File: src/rtl/round_sequencer.sv
// Game-round sequencer: latches the speed period at game start, then runs ROUNDS
// rounds of SHOW (display/response window) followed by GAP, counting user hits.
module round_sequencer #(
  parameter int PERIOD_NORMAL = 1000,
  parameter int PERIOD_INTER  = 750,
  parameter int PERIOD_ADV    = 500,
  parameter int GAP_CYCLES    = 200,
  parameter int ROUNDS        = 8
) (
  input  logic       clk,
  input  logic       rst,
  input  logic [1:0] game_speed,
  input  logic       config_valid,
  input  logic       start,
  input  logic       user_hit,
  output logic       new_num,
  output logic       show,
  output logic [3:0] round,
  output logic [3:0] hits,
  output logic       busy,
  output logic       done
);

  localparam int M1   = (PERIOD_NORMAL > PERIOD_INTER) ? PERIOD_NORMAL : PERIOD_INTER;
  localparam int M2   = (PERIOD_ADV > GAP_CYCLES) ? PERIOD_ADV : GAP_CYCLES;
  localparam int MAXV = (M1 > M2) ? M1 : M2;
  localparam int CW   = $clog2(MAXV + 1);

  typedef enum logic [1:0] {IDLE, SHOW, GAP, DONE} state_t;

  state_t        state, state_n;
  logic [CW-1:0] cnt, cnt_n;
  logic [CW-1:0] period, period_n;
  logic [CW-1:0] psel;
  logic [3:0]    round_n, hits_n;
  logic          new_num_n, show_n, busy_n, done_n;
  logic          go;

  // Reserved code 2'b11 runs at the advanced rate.
  always_comb begin
    case (game_speed)
      2'b00:   psel = CW'(PERIOD_NORMAL);
      2'b01:   psel = CW'(PERIOD_INTER);
      default: psel = CW'(PERIOD_ADV);
    endcase
  end

  assign go = start && config_valid;

  always_ff @(posedge clk or posedge rst) begin
    if (rst) begin
      state   <= IDLE;
      cnt     <= '0;
      period  <= '0;
      round   <= '0;
      hits    <= '0;
      new_num <= 1'b0;
      show    <= 1'b0;
      busy    <= 1'b0;
      done    <= 1'b0;
    end else begin
      state   <= state_n;
      cnt     <= cnt_n;
      period  <= period_n;
      round   <= round_n;
      hits    <= hits_n;
      new_num <= new_num_n;
      show    <= show_n;
      busy    <= busy_n;
      done    <= done_n;
    end
  end

  always_comb begin
    state_n  = state;
    cnt_n    = cnt;
    period_n = period;
    round_n  = round;
    hits_n   = hits;
    case (state)
      IDLE, DONE: begin
        if (go) begin
          state_n  = SHOW;
          period_n = psel;
          cnt_n    = psel - CW'(1);
          round_n  = '0;
          hits_n   = '0;
        end
      end
      SHOW: begin
        // A hit ends the window at once, so only one hit per round can land.
        if (user_hit || cnt == '0) begin
          state_n = GAP;
          cnt_n   = CW'(GAP_CYCLES - 1);
          if (user_hit && hits != 4'hf) hits_n = hits + 4'd1;
        end else begin
          cnt_n = cnt - CW'(1);
        end
      end
      GAP: begin
        if (cnt == '0) begin
          if (round == 4'(ROUNDS - 1)) begin
            state_n = DONE;
          end else begin
            state_n = SHOW;
            round_n = round + 4'd1;
            cnt_n   = period - CW'(1);
          end
        end else begin
          cnt_n = cnt - CW'(1);
        end
      end
      default: state_n = IDLE;
    endcase
  end

  // Outputs are decoded from the next state and registered alongside it.
  always_comb begin
    new_num_n = (state_n == SHOW) && (state != SHOW);
    show_n    = (state_n == SHOW);
    busy_n    = (state_n == SHOW) || (state_n == GAP);
    done_n    = (state_n == DONE);
  end

endmodule

File: config.mk
export PLATFORM = sky130hd
export DESIGN_NAME = round_sequencer
export DESIGN_NICKNAME = d
export VERILOG_FILES = /design/src/rtl/round_sequencer.sv
export SDC_FILE = /design/constraint.sdc
export NUM_CORES = 1
export LEC_CHECK = 0
export ABC_AREA = 0
export ABC_CLOCK_PERIOD_IN_PS = 3400
export BUFFER_PORTS_ARGS = -buffer_cell sky130_fd_sc_hd__buf_4
export CORE_MARGIN = 4
export CORE_UTILIZATION = 40
export CTS_CLUSTER_SIZE = 20
export DETAILED_ROUTE_END_ITERATION = 10
export SYNTH_ARGS = -nofsm -noshare
export SYNTH_HDL_FRONTEND = slang
export SYNTH_SLANG_ARGS = --single-unit
File: constraint.sdc
create_clock -name clk -period 3.4 [get_ports clk]
set_input_delay 0.51 -clock clk [delete_from_list [all_inputs] [get_ports clk]]
set_output_delay 0.51 -clock clk [all_outputs]
set_load 0.01 [all_outputs]
== Yosys cells after proc, flatten, opt, wreduce, memory -nomap -nowiden ==
Cells that the tools add are included.
Operators by class
  reductions and logical operators: 15
  equality and inequality tests: 16
  $add $sub $neg: 5
  muxes and demuxes: 18
Operators by type and width (number)
  $mux W10: 4
  $pmux W10 S3: 1
  $sub A10 B1 Y10 const B: 3
  $mux W4: 5
  $pmux W10 S2: 1
  $pmux W4 S2: 2
  $logic_not A10 Y1: 1
  $ne A2 B2 Y1 const B: 5
  $add A4 B1 Y4 const B: 2
  $eq A2 B2 Y1 const B: 4
  $mux W2: 4
  $reduce_and A4 Y1: 2
  $eq A2 B1 Y1 const B: 3
  $pmux W2 S3: 1
  $eq A4 B3 Y1 const B: 1
  $logic_not A2 Y1: 2
  $ne A4 B4 Y1 const B: 1
  $reduce_and A2 Y1: 2
  $reduce_bool A2 Y1: 2
  $logic_and A1 B1 Y1: 3
  $ne A3 B3 Y1 const B: 1
  $logic_or A1 B1 Y1: 2
  $ne A2 B1 Y1 const B: 1
  $reduce_or A2 Y1: 1
Word-level totals
  logic and storage cells: 63
  output and inout bits: 12
  register bits: 34

== Longest topological paths before layout ==
  word-level depth: 6
  mapped depth: 12
  mapped depth without buffers: 9

== Least setup slack after synthesis ==
Ideal clock, no wire load.
  kind: flip-flop to flip-flop
  from: register cnt[0]
  to: register busy
  buffers on the path: 3
  clock period less this slack: 2.592 ns
  library setup time: 0.063 ns
  path slack: 0.808 ns
  stages on the path, launching flop included: 13
  data arrival time: 2.529 ns
  required time: 3.337 ns
  path through: dfrtp_1 inv_1 ha_1 or4b_1 buf_2 or3_1 buf_6 buf_6 a21oi_1 o21ai_0 a2bb2oi_1 ha_1 inv_1
Between the ends
  cells in the longest elaborated chain, start to end: 6
  elaborated cells between the ends (all ways): 8
RTL lines
  from (decl): RTL line 32  | logic [CW-1:0] cnt, cnt_n;
  from (signal assigned): RTL line 63  | cnt <= cnt_n;
  $logic_not A10 Y1 (*): RTL line 92, 101
  $logic_or A1 B1 Y1: RTL line 92  | if (user_hit || cnt == '0) begin
  $mux W2: RTL line 92
  $pmux W2 S3 (*): RTL line 80  | case (state)
  $eq A2 B1 Y1 or $eq A2 B2 Y1 (tied branches): RTL line 121  | busy_n = (state_n == SHOW) || (state_n == GAP);
  $logic_or A1 B1 Y1 (*): RTL line 121
  net busy_n: RTL line 36  | logic new_num_n, show_n, busy_n, done_n;
  to (signal assigned): RTL line 69  | busy <= busy_n;
  to (decl): RTL line 20  | output logic busy,
The timed path passes the listed nets; every way through them passes the cells marked *.
A chain may end at the register's enable or synchronous reset.

== Worst setup path in the final report ==
  from: register cnt[0]
  to: register cnt[9]
Between the ends
  cells in the longest elaborated chain, start to end: 4
  elaborated cells between the ends (all ways): 8
RTL lines
  parallel branches: the longest is 4 deep, another holds $sub A10 B1 Y10
Several ways; the timed one is not identified.

==> flow_metrics.tcl <==
set metrics [dict create \
    place.gp.congestion 0.882 \
    switching_power_mw 0.828 \
    remaining_drc_errors 0 \
    criticalPathCategory "flop to flop" \
    finalCritPeriodShare_pct 80.3 \
    cts_tree "done" \
    cts_buffers 5 \
    crit_arrival_ps 2890 \
    first_iter_violations 167 \
    pwr-share-seq_pct 34.6 \
    grt_pass1_wl_mm 8.18 \
    via_per_inst 5.84 \
    netlist-cell-type-count 53 \
    p_int_mw 1.05 \
    finalSetupTns_ps 0 \
    wire_per_inst_um 16.8 \
    ant_nets 0 \
    area_growth_pct 14.1 \
    ys_warn_count 0 \
    first_global_vias 1610 \
    synth.ff_latch_count 30 \
    ys_seq_area_share_pct 40.2 \
    fin_total_pwr_mw 1.88 \
    cts_hold_buf 0 \
    fp-row-count 24 \
    synthMostInstantiatedCell "dfrtp_1" \
    syn_area_sq_um 1870 \
    die_x_um 76.3 \
    worst_pin_slew_ps 557 \
    crit_path_max_incr_delay_ps 570 \
    htreeDepth 2 \
    clock_latency_ps 290 \
    cp-start-kind "flop" \
    core_sq_um 4440 \
    grt_max_degree 31 \
    leakagePower_nw 0.926 \
    synth_common_cells "30 x dfrtp_1, 21 x a21oi_1, 21 x nor2_1, 13 x nand2_1, 12 x inv_1" \
    cts.sinks 30 \
    synth_edf_count 0 \
    cap_violations 0 \
    num_vias 1630 \
    grt_overflow 0 \
    crit_path_cell_trace "inv_1 > ha_1 > or4b_1 > or3_1 > buf_4 > o21ai_4 > or3_2 > or3b_1" \
    syn_nets 222 \
    clk_pin_slew_ps 60 \
    hp-class "primary input to asynchronous set/reset pin" \
    synth_cells 207 \
    grt_antenna_before_repair 0 \
    start_util_pct 42.0 \
    fmax_ghz 0.366 \
    worst-r2r-cell-count 8 \
    grt_usage_pct 17.7 \
    ir_worst_vdd_mv 0.414 \
    postCtsSetupRepairBufs 0 \
    diodes 0 \
    final_cell_count_no_fill 279 \
    max_slew_margin_pct 62.7 \
    synthArstFlopShare_pct 100 \
    power_per_cell_area_nw_per_um2 881 \
    io_pins 19 \
    dieArea_sq_um 5830 \
    clockPowerShare_pct 15.8 \
    cts_resized 0 \
    grt_setup_unrepaired "no" \
    yosys.area.top_type "dfrtp_1" \
    portBuffers 18 \
    drv_slew 0 \
    dp.cells 271 \
    period_needed_ps 2730 \
    clock_skew_ps 7.69 \
    end_kind "flop" \
    syn_area_per_cell_sq_um 9.02 \
    hold_viol 0 \
    cp_slowest_cell "or4b_1" \
    synth.top_cell.area_share_pct 40.2 \
    synthFlopType "dfrtp_1" \
    power_frac_comb_pct 49.6 \
    outcome "completed" \
    n_fill_cell 441 \
    setup_viol 0 \
    critPathMaxFanout 13 \
    switching_share_pct 44.1 \
    clock-root-buffer "clkbuf_8" \
    cp_data_required_time_ps 3560 \
    synthTopCellsByArea "dfrtp_1 40%, a21oi_1 5.6%, ha_1 5.4%" \
    dr.pass1.iters 4 \
    clk_path_buf_depth 2 \
    dp_hpwl_mm 3.43 \
    die_h_um 76.3 \
    fin_nets 241 \
    wirelength_mm 4.70 \
    drive_gt1_share_pct 16.3 \
]
cells in the final DEF, fill, tap and decap left out, types with 2 or more instances in the layout:
cell      count
ha_1          8
and3_1        2
nor2b_1       3
buf_4        23
a211oi_1      2
o21a_1        3
a21oi_1      21
nand2_1      13
nor4_1        4
o22ai_1       3
o21bai_1      2
dfrtp_1      30
a22o_1        3
inv_1        12
clkbuf_8      6
o311ai_0      3
o41ai_1       3
or4_1         4
xor2_1        5
nor2_1       21
o31ai_1       3
a211o_1       2
nand3_1       5
o21ai_0      11
nor4b_1       2
nor3_1        4
nand2b_1      3
power groups by stage:
stage,Sequential (mW),Combinational (mW),Clock [mW]
2_1_floorplan,0.603,0.709,0
4_1_cts,0.645,0.931,0.303
3_3_place_gp,0.649,0.925,0
3_5_place_dp,0.650,0.925,0
5_1_grt,0.673,1.06,0.322
6_report,0.649,0.931,0.297
sequential cells by signal, summed over array words and instances, names as in the netlist:
signal,count
state,2
new_num,1
busy,1
done,1
period,6
hits,4
round,4
cnt,10
show,1
area by class of cell:
type	instances	area (sq um)	area share [%]
Timing Repair Buffer	23	173	8.10
Inverter	12	45.0	2.11
Clock buffer	7	86.3	4.05
Sequential cell	30	751	35.2
Multi-Input combinational cell	154	1010	47.2
Tap cell	52	65.1	3.05
Clock inverter	1	5.00	0.235
final timing paths:
| check | startpoint | to | slack, ps |
|---|---|---|---|
| worst min register to register | round[3] | round[3] | 500 |
| max in group asynchronous | rst | done | 2810 |
| worst min-delay path | rst | busy | 290 |
| worst max register to register | cnt[0] | cnt[9] | 670 |
| min in group clk | game_speed[0] | period[2] | 460 |
| worst max-delay path | cnt[0] | cnt[9] | 670 |
routing by layer:
layer	part of all wire [%]	routed length [um]	global-route usage, %
met1	49	2290	25.3
met2	44	2060	24.7
met3	5.8	275	6.15
met4	1.6	75	5.80
met5	0	0	0
stage by stage:
| step | cell area [sq um] | utilization, % | hold WS, ps | setup WS (ps) |
|---|---|---|---|---|
| after floorplan | 1870 | - | 506 | 808 |
| after global placement | 2040 | 45.9 | 491 | 720 |
| after detailed placement | 2040 | 45.9 | 489 | 699 |
| after CTS | 2130 | 47.9 | 318 | 683 |
| after global routing | 2130 | 47.9 | 328 | 501 |
| final | 2130 | 47.9 | 291 | 670 |
critical path: cells and delay by family, from the launching register on:
family	cells	cell delay, ps
and+or+nand+nor	4	1510
AOI/OAI and AO/OA	1	180
buffers and inverters	2	290
DFF	1	400
adders and majority gates	1	210
cell families (layout without fill, tap and decap cells):
logic type	Yosys count	in the layout	synth area share (%)
compound gates	69	69	25.3
simple gates	69	69	19.2
flops	30	30	40.2
buf+inv	23	43	5.96
fa+ha+maj	8	8	5.36
xor+xnor	6	6	2.81
mux	2	2	1.14
No activity file was read; power rests on OpenSTA's default activity.
